File: config.mk
export PLATFORM = sky130hd
export DESIGN_NAME = bcd_a_bin
export DESIGN_NICKNAME = d
export VERILOG_FILES = /design/src/rtl/bcd_a_bin_pkg.sv /design/src/rtl/bcd_nibble_corr.sv /design/src/rtl/bcd_a_bin.sv
export SDC_FILE = /design/constraint.sdc
export NUM_CORES = 1
export LEC_CHECK = 0
export ABC_AREA = 1
export CAP_MARGIN = 0
export CORE_AREA = 3 3 71 73
export CTS_BUF_LIST = sky130_fd_sc_hd__clkbuf_8
export DETAILED_ROUTE_END_ITERATION = 12
export DIE_AREA = 0 0 74 76
export PLACE_DENSITY_LB_ADDON = 0.25
export SYNTH_ARGS = -nofsm -noshare
export SYNTH_HDL_FRONTEND = slang
export SYNTH_SLANG_ARGS = --single-unit
File: constraint.sdc
create_clock -name CLK -period 1.4 [get_ports CLK]
set_input_delay 0.21 -clock CLK [delete_from_list [all_inputs] [get_ports CLK]]
set_output_delay 0.21 -clock CLK [all_outputs]
set_load 0.02 [all_outputs]
File: src/rtl/bcd_a_bin_pkg.sv
// Shared constants for the BCD<->binary paths: error convention,
// nibble width and the converter FSM encoding.
package bcd_a_bin_pkg;

    localparam int MAX_DECIMAL = 9999;
    localparam int ERR_VAL     = 9999;
    localparam int NIB_W       = 4;
    localparam int BIN_W       = 14;
    localparam int BCD_DIGITS  = 4;

    typedef enum logic [1:0] {
        ST_IDLE   = 2'd0,
        ST_SHIFT  = 2'd1,
        ST_FINISH = 2'd2
    } state_t;

    function automatic logic nib_bad(input logic [NIB_W-1:0] nib);
        return nib > 4'd9;
    endfunction

endpackage

File: src/rtl/bcd_nibble_corr.sv
// Reverse double-dabble correction: a BCD nibble >= 8 after a
// right shift is pulled back into decimal range by subtracting 3.
module bcd_nibble_corr
    import bcd_a_bin_pkg::*;
(
    input  logic [NIB_W-1:0] nib_in,
    output logic [NIB_W-1:0] nib_out
);

    always_comb begin
        nib_out = nib_in;
        if (nib_in >= 4'd8) begin
            nib_out = nib_in - 4'd3;
        end
    end

endmodule

File: src/rtl/bcd_a_bin.sv
// Iterative BCD-to-binary converter, one reverse double-dabble
// step per clock, framed by a START/BUSY/DONE handshake.
module bcd_a_bin
    import bcd_a_bin_pkg::*;
#(
    parameter int BITS      = BIN_W,
    parameter int DIGITS    = BCD_DIGITS,
    parameter int ERROR_VAL = ERR_VAL
) (
    input  logic                  CLK,
    input  logic                  RST_N,
    input  logic                  START,
    input  logic [NIB_W*DIGITS-1:0] BCD_IN,
    output logic                  BUSY,
    output logic                  DONE,
    output logic [BITS-1:0]       O,
    output logic                  ERROR
);

    localparam int BCD_W = NIB_W * DIGITS;
    localparam int SR_W  = BCD_W + BITS;
    localparam logic [3:0] LAST_IT = 4'(BITS - 1);

    state_t            state, state_nx;
    logic [SR_W-1:0]   sr, sr_nx;
    logic [3:0]        cnt, cnt_nx;
    logic              tag, tag_nx;
    logic [BITS-1:0]   o_nx;
    logic              err_nx, done_nx, busy_nx;
    logic              bad_in;
    logic [SR_W-1:0]   shifted;
    logic [BCD_W-1:0]  corr;
    logic [SR_W-1:0]   sr_step;

    always_comb begin
        bad_in = 1'b0;
        for (int i = 0; i < DIGITS; i++) begin
            if (nib_bad(BCD_IN[i*NIB_W +: NIB_W])) begin
                bad_in = 1'b1;
            end
        end
    end

    assign shifted = {1'b0, sr[SR_W-1:1]};

    for (genvar g = 0; g < DIGITS; g++) begin : g_corr
        bcd_nibble_corr u_corr (
            .nib_in  (shifted[BITS + g*NIB_W +: NIB_W]),
            .nib_out (corr[g*NIB_W +: NIB_W])
        );
    end

    assign sr_step = {corr, shifted[BITS-1:0]};

    always_ff @(posedge CLK or negedge RST_N) begin
        if (!RST_N) begin
            state <= ST_IDLE;
        end else begin
            state <= state_nx;
        end
    end

    always_comb begin
        state_nx = state;
        unique case (state)
            ST_IDLE: begin
                if (START) begin
                    state_nx = bad_in ? ST_FINISH : ST_SHIFT;
                end
            end
            ST_SHIFT: begin
                if (cnt == LAST_IT) begin
                    state_nx = ST_FINISH;
                end
            end
            ST_FINISH: state_nx = ST_IDLE;
            default:   state_nx = ST_IDLE;
        endcase
    end

    always_comb begin
        sr_nx   = sr;
        cnt_nx  = cnt;
        tag_nx  = tag;
        o_nx    = O;
        err_nx  = ERROR;
        done_nx = 1'b0;
        busy_nx = BUSY;
        unique case (state)
            ST_IDLE: begin
                if (START) begin
                    sr_nx   = {BCD_IN, {BITS{1'b0}}};
                    cnt_nx  = '0;
                    tag_nx  = bad_in;
                    busy_nx = !bad_in;
                end
            end
            ST_SHIFT: begin
                sr_nx  = sr_step;
                cnt_nx = cnt + 4'd1;
            end
            ST_FINISH: begin
                done_nx = 1'b1;
                busy_nx = 1'b0;
                tag_nx  = 1'b0;
                if (tag) begin
                    o_nx   = BITS'(ERROR_VAL);
                    err_nx = 1'b1;
                end else begin
                    o_nx   = sr[BITS-1:0];
                    err_nx = 1'b0;
                end
            end
            default: ;
        endcase
    end

    always_ff @(posedge CLK or negedge RST_N) begin
        if (!RST_N) begin
            sr    <= '0;
            cnt   <= '0;
            tag   <= 1'b0;
            O     <= '0;
            ERROR <= 1'b0;
            DONE  <= 1'b0;
            BUSY  <= 1'b0;
        end else begin
            sr    <= sr_nx;
            cnt   <= cnt_nx;
            tag   <= tag_nx;
            O     <= o_nx;
            ERROR <= err_nx;
            DONE  <= done_nx;
            BUSY  <= busy_nx;
        end
    end

endmodule

==> results of run 1 <==
[logic make-up (layout without fill, tap and decap cells)]
logic type,after synthesis,after routing,synth area share
xor gates and xnor gates,5,5,0.0176
buffers and inverters,42,94,0.0811
AOI/OAI and AO/OA,66,66,0.160
adders and majority gates,8,8,0.0403
DFF,54,54,0.544
and+or+nand+nor,92,92,0.158
[state kept, by name, summed over array words and instances (netlist names)]
register and cells:
BUSY 1, DONE 1, ERROR 1, O 14, cnt 4, sr 30
state 2, tag 1
[placed cells by master (no fill, tap or decap)]
| master | n |
|---|---|
| dfrtp_1 | 53 |
| nand2_1 | 47 |
| nor2_1 | 32 |
| inv_1 | 28 |
| o21ai_0 | 17 |
| a21oi_1 | 17 |
| clkdlybuf4s50_1 | 17 |
| dlygate4sd2_1 | 17 |
| o22ai_1 | 15 |
| buf_4 | 13 |
| nand3_1 | 8 |
| ha_1 | 8 |
| o21ai_2 | 6 |
| clkbuf_8 | 6 |
| xor2_1 | 4 |
| buf_12 | 4 |
| inv_2 | 3 |
| a31oi_1 | 3 |
| o211ai_1 | 3 |
| o21ai_1 | 3 |
| nor2_4 | 2 |
| inv_4 | 2 |
| nand2_2 | 1 |
| o21ai_4 | 1 |
| xnor2_1 | 1 |
| nor2_2 | 1 |
| nor2_8 | 1 |
| a22oi_1 | 1 |
| inv_6 | 1 |
| clkinvlp_4 | 1 |
| dlygate4sd3_1 | 1 |
| buf_2 | 1 |
| dfrtp_2 | 1 |
[path summary, 6_finish.rpt]
path	start	to	slack [ns]	cells past startpoint
max	state[0]	sr[22]	0.13	5
min	RST_N	ERROR	0.37	2
max reg2reg	state[0]	sr[22]	0.13	5
min reg2reg	O[4]	O[4]	0.48	2
max in group asynchronous	RST_N	sr[21]	0.58	3
min in group CLK	O[4]	O[4]	0.48	2
[final cells by class]
cell class              count  area share
flip-flops and latches     54       0.438
multi-input cells         171       0.302
repair buffers             53       0.166
inverters                  33      0.0417
clock buffers               6      0.0267
well taps                  52      0.0211
clock inverters             2     0.00527
[cell usage after synthesis, drive strengths merged]
cell type / instances / area, um2
buf: 9 / 72.6
ha: 8 / 100
a22oi: 1 / 7.51
nor2: 36 / 169
o21ai: 27 / 169
o22ai: 15 / 93.8
dfrtp: 54 / 1350
nand2: 48 / 183
xor2: 4 / 35.0
inv: 33 / 129
o211ai: 3 / 22.5
xnor2: 1 / 8.76
a31oi: 3 / 18.8
nand3: 8 / 40.0
a21oi: 17 / 85.1
[metrics by stage]
stage          cells  utilization  hold slack, ns  setup TNS [ns]  cell area, um2
6_report         371        0.700           0.366               0            3090
5_1_grt          371        0.700           0.403               0            3090
4_1_cts          370        0.698           0.367               0            3080
3_5_place_dp     361        0.678           0.178          -0.202            2990
3_3_place_gp     361        0.678           0.162               0            2990
2_1_floorplan    267            -         -0.0856               0            2480
[repair_timing]
action                                  4_1_cts  5_1_grt
hold endpoints to repair                     14        0
hold buffers                                  1        0
cloned                                        0        0
buffers inserted                              0        1
endpoints found under the setup margin       19        1
resized for setup                            18        0
[metal layers]
metal / vias to the layer above / GRT usage / part of all wire
li1: 970 / - / -
met1: 919 / 0.277 / 0.45
met2: 36 / 0.324 / 0.50
met3: 7 / 0.0317 / 0.030
met4: 0 / 0.0670 / 0.014
met5: - / 0 / 0
[worst max-delay path, delay by kind of cell, from the launching register on]
family,cells,cell delay [ns]
flip-flops,1,0.50
buffers and inverters,1,0.22
AND/OR/NAND/NOR,1,0.05
AO/OA/AOI/OAI,3,0.38
[power groups by stage]
stage          Sequential, uW  Combinational, uW  Clock (uW)
3_3_place_gp             2450               2580           0
2_1_floorplan            2550               1570           0
4_1_cts                  2450               2580         940
6_report                 2430               2590         919
3_5_place_dp             2480               2680           0
5_1_grt                  2490               2860        1000
==> summary.txt, run 1 <==
Outcome
  – Status: complete, no violations

Worst setup path
  – Setup crit end kind: flip-flop
  – Worst Path Class, Setup: reg2reg
  – Slowest stage delay, CP: 0.50 ns
  – Worst-path fanout max: 12
  – Slowest CP cell: dfrtp_2
  – Crit path DAT: 1.46 ns
  – Crit-path cells: o21ai_4, buf_4, nor2_1, o21ai_0, o21ai_1
  – Critical path required time: 1.59 ns
  – Worst setup SP type: flip-flop

Power
  – Gate power share: 0.436
  – Final Power: 5940 uW
  – Switching share of power: 0.414
  – Leak: 0.00148 uW
  – Sequential share of power: 0.410
  – Clock share of power: 0.155
  – Internal: 3480 uW
  – Maximum vdd drop: 1170 uV
  – Pwr dens: 1920 nW/um2
  – Switching Power: 2460 uW

Clocking
  – CTS clk-pin slew, worst paths: 0.10 ns
  – Clock latency on the worst-skew pair: 0.31 ns
  – Clock Tree Buf Depth: 2
  – CTS tree: built
  – Root Buffer: clkbuf_8
  – Clock sinks: 54
  – H-tree depth: 2
  – TritonCTS Buffers: 5

Floorplanning
  – Die height: 76 um
  – Initial Utilization: 0.563
  – Boundary pin count: 36
  – Core box area: 4410 um2
  – Row count: 24
  – Die footprint: 5620 um2
  – Die X: 74 um

Logic synthesis
  – Avg Cell Area, Syn: 9.31 um2
  – Seq cells post-synth: 54
  – Mapped Cells: 267
  – Post-synthesis cell type count: 26
  – Register area share after synthesis: 0.544
  – Ys Warns: 0
  – Synthesized cell area: 2480 um2
  – Post-Syn Nets: 294

Global route
  – Initial antenna violation count: 0
  – Global-route wire length before repair: 8850 um
  – All-layer global routing usage: 0.202
  – Via count of the first global-routing pass: 1,936
  – Largest net degree at the start of global routing: 22
  – Total gr overflow: 0

STA
  – Slew @ Worst Pin: 0.425 ns
  – RSZ-0062 raised after global routing: false
  – Post-route minimum period: 1.27 ns
  – Period utilization: 0.909
  – Final Hold Vio Count: 0
  – Max-slew headroom: 0.717
  – Final Skew: 0.0101 ns
  – Slew Viols, Final: 0
  – Setup violators final: 0
  – Fin worst setup slack: 0.128 ns
  – Peak Freq: 786 MHz

Routing
  – DR iter-0 viols: 84
  – Drt pass-1 iters: 4
  – Drt drc: 0
  – Wirelength per Cell: 14.2 um
  – Final wirelength: 5290 um
  – Via density: 5.21
  – Vias: 1,932
  – Post-DRT Antenna Nets: 0

Finish
  – Register Area: 1350 um2
  – Share of layout cells above drive strength 1: 0.138
  – Fillers: 373
  – Ant diodes: 0
  – Syn-to-layout area delta: 24.3%
  – Area of the multi-input gates: 932 um2
  – Post-layout nets: 345

Place
  – Routability cong.: 0.842
  – Hpwl dp: 3940 um
  – IO Port Bufs: 35
  – Pre-CTS setup slack: -0.0682 ns

Job
  – Max Cap Viol: 0

Hold path
  – Worst min-delay path category: in2async
No activity file was read; power rests on OpenSTA's default activity.
==> inputs of run 2 (changes only) <==
- CTS_CLUSTER_SIZE: unset -> 24
==> results of run 2 <==
The final DEF is identical to that of run 1; final timing and power are the same.
==> inputs of run 3 (changes only) <==
- CTS_CLUSTER_DIAMETER: unset -> 30
==> results of run 3 <==
The final DEF is identical to that of run 1; final timing and power are the same.
